### src/rtl/uart_cmd_decoder.sv
// rtl/uart_cmd_decoder.sv - UART single-byte command decoder with optional TX echo
// Optional feature macro: UART_CMD_ECHO_EN (adds the ECHO state and TX FIFO push path)
module uart_cmd_decoder #(
    parameter int ERR_CNT_W = 8
) (
    input  logic                 clk,
    input  logic                 rst,
    input  logic                 rx_empty,
    input  logic [7:0]           rx_pop_data,
    output logic                 rx_pop,
    input  logic                 tx_full,
    output logic                 tx_push,
    output logic [7:0]           tx_push_data,
    output logic                 cmd_valid,
    output logic [2:0]           cmd_code,
    output logic                 cmd_err,
    output logic [ERR_CNT_W-1:0] err_cnt
);

    typedef enum logic [1:0] {
        IDLE   = 2'd0,
        DECODE = 2'd1,
        ECHO   = 2'd2
    } state_t;

    localparam logic [ERR_CNT_W-1:0] ERR_ONE = {{(ERR_CNT_W-1){1'b0}}, 1'b1};
    localparam logic [ERR_CNT_W-1:0] ERR_MAX = {ERR_CNT_W{1'b1}};

    state_t     state;
    state_t     state_nxt;
    logic [7:0] byte_q;
    logic       pop_c;
    logic       push_c;
    logic       dec_hit;
    logic [2:0] dec_code;

    // State register; reset abandons any byte in flight.
    always_ff @(posedge clk or posedge rst) begin
        if (rst) begin
            state <= IDLE;
        end else begin
            state <= state_nxt;
        end
    end

    // Next-state and FIFO strobes; only IDLE may pop, so one byte is in flight at most.
    always_comb begin
        state_nxt = state;
        pop_c     = 1'b0;
        push_c    = 1'b0;
        case (state)
            IDLE: begin
                if (!rx_empty) begin
                    pop_c     = 1'b1;
                    state_nxt = DECODE;
                end
            end
            DECODE: begin
`ifdef UART_CMD_ECHO_EN
                state_nxt = ECHO;
`else
                state_nxt = IDLE;
`endif
            end
            ECHO: begin
`ifdef UART_CMD_ECHO_EN
                // Hold the byte until the TX FIFO has room; never drop it.
                if (!tx_full) begin
                    push_c    = 1'b1;
                    state_nxt = IDLE;
                end
`else
                state_nxt = IDLE;
`endif
            end
            default: begin
                state_nxt = IDLE;
            end
        endcase
    end

    // Strobes are forced low while reset is held, even though the state is already IDLE.
    assign rx_pop = pop_c & ~rst;

`ifdef UART_CMD_ECHO_EN
    assign tx_push      = push_c & ~rst;
    assign tx_push_data = tx_push ? byte_q : 8'h00;
`else
    logic unused_echo;
    assign unused_echo  = tx_full | push_c;
    assign tx_push      = 1'b0;
    assign tx_push_data = 8'h00;
`endif

    // Capture the FIFO head on the pop edge.
    always_ff @(posedge clk or posedge rst) begin
        if (rst) begin
            byte_q <= 8'h00;
        end else if (pop_c) begin
            byte_q <= rx_pop_data;
        end
    end

    // Case-insensitive command letter lookup.
    always_comb begin
        dec_hit  = 1'b1;
        dec_code = 3'd0;
        case (byte_q)
            8'h52, 8'h72: dec_code = 3'd0;
            8'h53, 8'h73: dec_code = 3'd1;
            8'h43, 8'h63: dec_code = 3'd2;
            8'h55, 8'h75: dec_code = 3'd3;
            8'h44, 8'h64: dec_code = 3'd4;
            default: begin
                dec_hit  = 1'b0;
                dec_code = 3'd0;
            end
        endcase
    end

    // Registered decode result: exactly one of cmd_valid/cmd_err pulses per byte.
    always_ff @(posedge clk or posedge rst) begin
        if (rst) begin
            cmd_valid <= 1'b0;
            cmd_err   <= 1'b0;
            cmd_code  <= 3'd0;
            err_cnt   <= '0;
        end else begin
            cmd_valid <= 1'b0;
            cmd_err   <= 1'b0;
            if (state == DECODE) begin
                if (dec_hit) begin
                    cmd_valid <= 1'b1;
                    cmd_code  <= dec_code;
                end else begin
                    cmd_err <= 1'b1;
                    if (err_cnt != ERR_MAX) begin
                        err_cnt <= err_cnt + ERR_ONE;
                    end
                end
            end
        end
    end

endmodule

### config.mk
export PLATFORM = sky130hd
export DESIGN_NAME = uart_cmd_decoder
export DESIGN_NICKNAME = d
export VERILOG_FILES = /design/src/rtl/uart_cmd_decoder.sv
export SDC_FILE = /design/constraint.sdc
export NUM_CORES = 1
export LEC_CHECK = 0
export BUFFER_PORTS_ARGS = -buffer_cell sky130_fd_sc_hd__buf_2
export CORE_ASPECT_RATIO = 0.5
export CORE_MARGIN = 5
export CORE_UTILIZATION = 35
export CTS_CLUSTER_DIAMETER = 200
export DETAILED_ROUTE_END_ITERATION = 16
export SLEW_MARGIN = 20
export SYNTH_ARGS = -nofsm -noshare
export SYNTH_HDL_FRONTEND = slang
export SYNTH_SLANG_ARGS = --single-unit
### constraint.sdc
create_clock -name clk -period 3.23 [get_ports clk]
set_input_delay 0.646 -clock clk [delete_from_list [all_inputs] [get_ports clk]]
set_output_delay 0.646 -clock clk [all_outputs]
set_load 0.05 [all_outputs]
==> results.json, run 1 <==
{
  "remaining_drc_errors": 0,
  "die_y_um": 48.47,
  "vias_per_cell": 4.714,
  "hold_violations": 0,
  "cp-start-kind": "primary input",
  "rows": 13,
  "hp-class": "register to register",
  "yosysWarnings": 0,
  "netlist_instances": 91,
  "areaGrowthSynthToFinish_pct": 16.30,
  "synth_area_sq_mm": 0.001036,
  "final_layout_size_suffix_gt1_share_pct": 35.04,
  "syn_avg_cell_area_sq_um": 11.38,
  "synth_cell_types": 29,
  "grt_usage_pct": 9.713,
  "fin_nets": 131,
  "fillers": 256,
  "synthTopCellsByArea": "dfrtp_1, buf_4, mux2_2",
  "ir_worst_vdd_mv": 0.4455,
  "regArea_sq_um": 525.5,
  "synth_top_area_share_pct": 50.72,
  "multi_input_area_sq_um": 457.9,
  "grt_use_met3_pct": 3.710,
  "grt.busiest_layer": "met2",
  "drt_iter0_markers": 30,
  "status": "completed",
  "die_area_sq_mm": 0.004214,
  "maxCapViolCount": 0,
  "cp_max_fo": 2,
  "synth-main-ff-cell": "dfrtp_1",
  "cts_root_buffer": "clkbuf_8",
  "ant_nets": 0,
  "crit_required_ns": 2.58,
  "endpoint": "rx_pop",
  "antenna_found_initial": 0,
  "yosysSeqAreaShare_pct": 50.72,
  "hpwl_mm": 1.419,
  "r2r_cells": 5,
  "p_leak_nw": 0.5956,
  "synth_edf_count": 0,
  "clk_path_buf_depth": 2,
  "powerDensity_mw_per_mm2": 762.6,
  "die_w_um": 86.94,
  "skew_ns": 0.003043,
  "post_cts_resize_count": 0,
  "start_util_pct": 38.14,
  "h-tree-depth": 1,
  "cp-end-kind": "output port",
  "grt_pass1_vias": 721,
  "worst_pin_slew_ns": 0.7789,
  "reg2reg_from": "byte_q[1]$_DFFE_PP0P_",
  "grt_overflow": 0,
  "use_met1_pct": 10.20,
  "fin_crit_sh_pct": 56.69,
  "ff2ff_setup_slack_ns": 1.53,
  "cts_buffers": 3,
  "synth_seq_cells": 21,
  "worstSetupPathType": "primary input to output port",
  "clk_pin_slew_ns": 0.07,
  "routed_wl_mm": 1.811,
  "holdBufCountCts": 0,
  "final_cells": 154,
  "clock-sinks": 21,
  "core_sq_mm": 0.002716,
  "via_count": 726,
  "grt_max_degree": 22,
  "ioPinCount": 35,
  "reg2reg_to": "err_cnt[1]$_DFFE_PP0P_",
  "n_antenna_cell": 0,
  "clock.fmax_mhz": 546.1,
  "dp.cells": 150,
  "final_util_pct": 44.36,
  "arrival_ns": 1.19,
  "place.gp.congestion": 0.7395,
  "cts_setup_buffers": 0,
  "grt_pass1_wl_mm": 3.167,
  "cts_tree": "yes",
  "min_period_ns": 1.831,
  "wire_per_inst_um": 11.76,
  "grtUsageMet2_pct": 16.25,
  "finalSetupViolCount": 0,
  "slew_violations": 0,
  "synth_top_area_cell": "dfrtp_1",
  "portBuffers": 23,
  "synth_async_sr_flop_share_pct": 100.0,
  "timing.setup.tns_ns": 0,
  "clock_latency_ns": 0.26,
  "critPathLaunch": "rx_empty",
  "relSlewSlack_pct": 48.02,
  "dr.pass1.iters": 4,
  "rsz0062_at_grt": "no"
}
[placed cells by master (no fill, tap or decap)]
| master | Yosys | routed |
|---|---|---|
| buf_2 | 0 | 23 |
| dfrtp_1 | 21 | 21 |
| conb_1 | 1 | 9 |
| nand2_1 | 8 | 8 |
| mux2_2 | 6 | 6 |
| nand3_1 | 5 | 5 |
| inv_1 | 4 | 4 |
| nand3b_1 | 3 | 3 |
| nand4_1 | 3 | 3 |
| o21ai_0 | 3 | 3 |
| a21oi_1 | 3 | 3 |
| a31oi_1 | 3 | 3 |
| clkbuf_8 | 0 | 3 |
| nor3_1 | 2 | 2 |
| nor2_1 | 2 | 2 |
| mux2_4 | 2 | 2 |
| xnor2_1 | 2 | 2 |
| and3_1 | 2 | 2 |
| nor3b_4 | 1 | 1 |
| nand2b_1 | 1 | 1 |
| o211ai_2 | 1 | 1 |
| or2b_4 | 1 | 1 |
| nand3_2 | 1 | 1 |
| nor2_2 | 1 | 1 |
| a31oi_4 | 1 | 1 |
| and2_4 | 1 | 1 |
| xor2_1 | 1 | 1 |
| nor2b_1 | 1 | 1 |
| mux2_1 | 1 | 1 |
| ha_1 | 1 | 1 |
| clkbuf_1 | 0 | 1 |
[state kept, by name, indices dropped and copies added, names as in the netlist]
signal and count:
cmd_code 3, cmd_valid 1, byte_q 7, err_cnt 8, state 1, cmd_err 1
[synthesized netlist by cell type, drive strengths merged (2+ instances only)]
master / count
nand3: 6
nand4: 3
nand3b: 3
nand2: 8
nor2: 3
mux2: 9
and3: 2
inv: 4
o21ai: 3
xnor2: 2
buf: 9
a21oi: 3
a31oi: 4
dfrtp: 21
nor3: 2
[layer usage]
metal  up-vias  part of all wire (%)
li1        352                     -
met1       350                    42
met2        20                    50
met3         4                   6.2
met4         0                   2.0
met5         -                     0
[worst min-delay path by stage]
stage                       startpoint                       to  slack (ns)  cells past startpoint
2_1_floorplan    byte_q[6]$_DFFE_PP0P_    byte_q[6]$_DFFE_PP0P_        0.48                      1
3_3_place_gp   cmd_code[2]$_DFFE_PP0P_  cmd_code[2]$_DFFE_PP0P_        0.46                      2
3_5_place_dp   cmd_code[2]$_DFFE_PP0P_  cmd_code[2]$_DFFE_PP0P_        0.46                      2
4_1_cts        cmd_code[2]$_DFFE_PP0P_  cmd_code[2]$_DFFE_PP0P_        0.48                      2
5_1_grt        cmd_code[2]$_DFFE_PP0P_  cmd_code[2]$_DFFE_PP0P_        0.50                      2
6_report       cmd_code[2]$_DFFE_PP0P_  cmd_code[2]$_DFFE_PP0P_        0.47                      2
[area by class of cell]
class | instances | area share, %
clock buffers | 4 | 3.738
multi-input cells | 65 | 38.01
repair buffers | 23 | 9.553
inverters | 4 | 1.246
well taps | 37 | 3.842
flip-flops and latches | 21 | 43.61
[metrics by stage]
stage          cell area [sq um]  power [W]  hold WS (ns)  setup slack (ns)
4_1_cts                     1205  0.0009337        0.4765             1.390
2_1_floorplan               1066  0.0006867        0.4816            0.8622
5_1_grt                     1205  0.0009769        0.4976             1.328
6_report                    1205  0.0009188        0.4683             1.399
3_3_place_gp                1160  0.0007570        0.4569             1.400
3_5_place_dp                1160  0.0007626        0.4606             1.397
[kinds of logic (layout without fill, tap and decap cells)]
family,Yosys count,after routing,share of synthesized area (%)
adders and majority gates,1,1,1.208
buffers and inverters,13,31,7.970
and+or+nand+nor,32,32,18.72
AOI/OAI and AO/OA,11,11,7.970
DFF,21,21,50.72
muxes,9,9,10.51
xor gates and xnor gates,3,3,2.537
other,1,9,0.3620
[worst max-delay path, stage by stage]
cell and delay [ns]:
buf_2 0.11, nor3_1 0.15, buf_2 0.28
[power by group]
group | internal (W) | switching [W]
clock | 0.0000877 | 0.0000784
sequential | 0.000320 | 0.0000641
combinational | 0.000109 | 0.000260
(Power assumes the default switching activity.)
==> inputs of run 2 (changes only) <==
==> constraint.sdc (replaced) <==
create_clock -name clk -period 1.8 [get_ports clk]
set_input_delay 0.36 -clock clk [delete_from_list [all_inputs] [get_ports clk]]
set_output_delay 0.36 -clock clk [all_outputs]
set_load 0.05 [all_outputs]
==> run 2 against run 1 <==
Clock power increased by 84%. Non-clock buffer count increased by 4. Register-to-register slack got worse by 1.4 ns. Combinational power increased by 83%. Global-route usage decreased by 0.50 points. Clock skew about the same. Cell area increased by 3.2%. Hold slack got worse by 0.30 ns. Cell count increased by 2.6%. Critical path type is now register to register. Critical endpoint is now err_cnt[1]$_DFFE_PP0P_. Highest routed layer unchanged.
==> results.json, run 2 (same netlist as run 1, synthesis figures left out) <==
{
  "dr.pass1.iters": 4,
  "place.gp.congestion": 0.7910,
  "routed_wl_mm": 1.826,
  "mostFrequentLayoutCells": "buf_2, dfrtp_1, conb_1, nand2_1, mux2_2",
  "portBuffers": 23,
  "cp_max_fo": 6,
  "cp-end-kind": "register",
  "vias_per_cell": 4.639,
  "hold_violations": 0,
  "clk_pin_slew_ns": 0.08,
  "grtUsageMet2_pct": 14.11,
  "fin_crit_sh_pct": 91.57,
  "areaGrowthSynthToFinish_pct": 20.05,
  "cts_root_buffer": "clkbuf_8",
  "clock-sinks": 21,
  "slew_violations": 0,
  "die_y_um": 48.47,
  "grt_pass1_vias": 704,
  "largest_reg_flops": 8,
  "path_buf_inv": 0,
  "clk_path_buf_depth": 2,
  "fin_nets": 135,
  "die_area_sq_mm": 0.004214,
  "remaining_drc_errors": 0,
  "ant_nets": 0,
  "min_period_ns": 1.648,
  "reg2reg_from": "byte_q[1]$_DFFE_PP0P_",
  "ir_worst_vdd_mv": 0.7958,
  "cp-start-kind": "register",
  "grt_use_met3_pct": 3.035,
  "timing.setup.tns_ns": 0,
  "p_leak_nw": 0.6164,
  "powerDensity_mw_per_mm2": 1345,
  "skew_ns": 0.003226,
  "clock.fmax_mhz": 606.7,
  "start_util_pct": 38.14,
  "wire_per_inst_um": 11.56,
  "reg2reg_to": "err_cnt[1]$_DFFE_PP0P_",
  "h-tree-depth": 1,
  "cts_tree": "yes",
  "r2r_cells": 5,
  "final_util_pct": 45.79,
  "crit_required_ns": 1.95,
  "crit_chain": "or2b_4 -> nand3_2 -> a31oi_4 -> and2_4 -> mux2_4",
  "regMostFlops": "err_cnt",
  "clock_latency_ns": 0.26,
  "holdBufCountCts": 0,
  "relSlewSlack_pct": 60.41,
  "status": "completed",
  "grt_usage_pct": 9.213,
  "critPathTopFamily": "simple AND/OR/NAND/NOR gates",
  "cts_buffers": 3,
  "top_regs": "err_cnt (8), byte_q (7), cmd_code (3)",
  "core_sq_mm": 0.002716,
  "final_layout_size_suffix_gt1_share_pct": 40.50,
  "ff2ff_setup_slack_ns": 0.15,
  "post_cts_resize_count": 0,
  "n_antenna_cell": 0,
  "worstSetupPathType": "register to register",
  "rows": 13,
  "hpwl_mm": 1.443,
  "grt_overflow": 0,
  "layout_commonest_cell": "buf_2",
  "ioPinCount": 35,
  "fillers": 252,
  "die_w_um": 86.94,
  "worst_pin_slew_ns": 0.5933,
  "cpPeakStageDelay_ns": 0.42,
  "finalSetupViolCount": 0,
  "worst_path_max_delay_cell": "dfrtp_1",
  "rsz0062_at_grt": "no",
  "via_count": 733,
  "cts_setup_buffers": 0,
  "arrival_ns": 1.79,
  "drt_iter0_markers": 17,
  "grt_max_degree": 17,
  "hp-class": "primary input to async pin",
  "maxCapViolCount": 0,
  "use_met1_pct": 12.45,
  "grt.busiest_layer": "met2",
  "antenna_found_initial": 0,
  "grt_pass1_wl_mm": 3.139
}
## run 2: cell count changes in the layout (fill, tap and decap cells not counted)
cell / delta
nor3_1: -1
clkbuf_1: -1
dfrtp_2: +2
buf_4: +4
clkinv_2: +1
dfrtp_1: -2
nor3_2: +1
## run 2: through the flow
step | hold slack [ns] | cells | power [W] | worst slack (ns) | cell area, sq um
global placement | 0.4563 | 154 | 0.001372 | 0.1684 | 1197
floorplan | 0.3364 | 99 | 0.001238 | 0.05063 | 1074
finish | 0.1693 | 158 | 0.001673 | 0.1517 | 1244
CTS | 0.1830 | 158 | 0.001694 | 0.1440 | 1244
detailed placement | 0.4607 | 154 | 0.001382 | 0.1656 | 1197
global route | 0.2236 | 158 | 0.001770 | 0.03697 | 1244
## run 2: area by class of cell
class,count,area [sq um],area share [%]
multi-input combinational,65,462.9,37.22
clock inverter,1,5.005,0.4024
sequential,21,528.0,42.45
timing repair buffer,27,145.1,11.67
tap,37,46.29,3.722
clock buffer,3,41.29,3.320
inverter,4,15.01,1.207
## run 2: where the power goes
part	total [W]	switching, W	internal, W
Combinational	0.000676	0.000474	0.000203
Clock	0.000305	0.000151	0.000154
Sequential	0.000692	0.000114	0.000578
Total	0.00167	0.000738	0.000935
## run 2: worst max-delay path by stage
stage	startpoint	to	slack [ns]	depth (start not counted)
after CTS	byte_q[1]$_DFFE_PP0P_	err_cnt[1]$_DFFE_PP0P_	0.14	5
after global placement	byte_q[1]$_DFFE_PP0P_	err_cnt[1]$_DFFE_PP0P_	0.17	5
after global routing	err_cnt[0]$_DFFE_PP0P_	err_cnt[1]$_DFFE_PP0P_	0.04	6
after detailed placement	byte_q[1]$_DFFE_PP0P_	err_cnt[1]$_DFFE_PP0P_	0.17	5
after floorplan	err_cnt[0]$_DFFE_PP0P_	err_cnt[1]$_DFFE_PP0P_	0.05	6
final	byte_q[1]$_DFFE_PP0P_	err_cnt[1]$_DFFE_PP0P_	0.15	5
## run 2: routing by layer
metal | part of all wire, % | vias up
met3 | 6.6 | 2
met4 | 0.71 | 0
li1 | - | 356
met2 | 46 | 21
met5 | 0 | -
met1 | 47 | 354
## run 2: worst reg2reg max path, cell delays in order (launching register included)
cell and delay (ns):
dfrtp_1 0.42, or2b_4 0.23, nand3_2 0.10, a31oi_4 0.28
and2_4 0.22, mux2_4 0.30
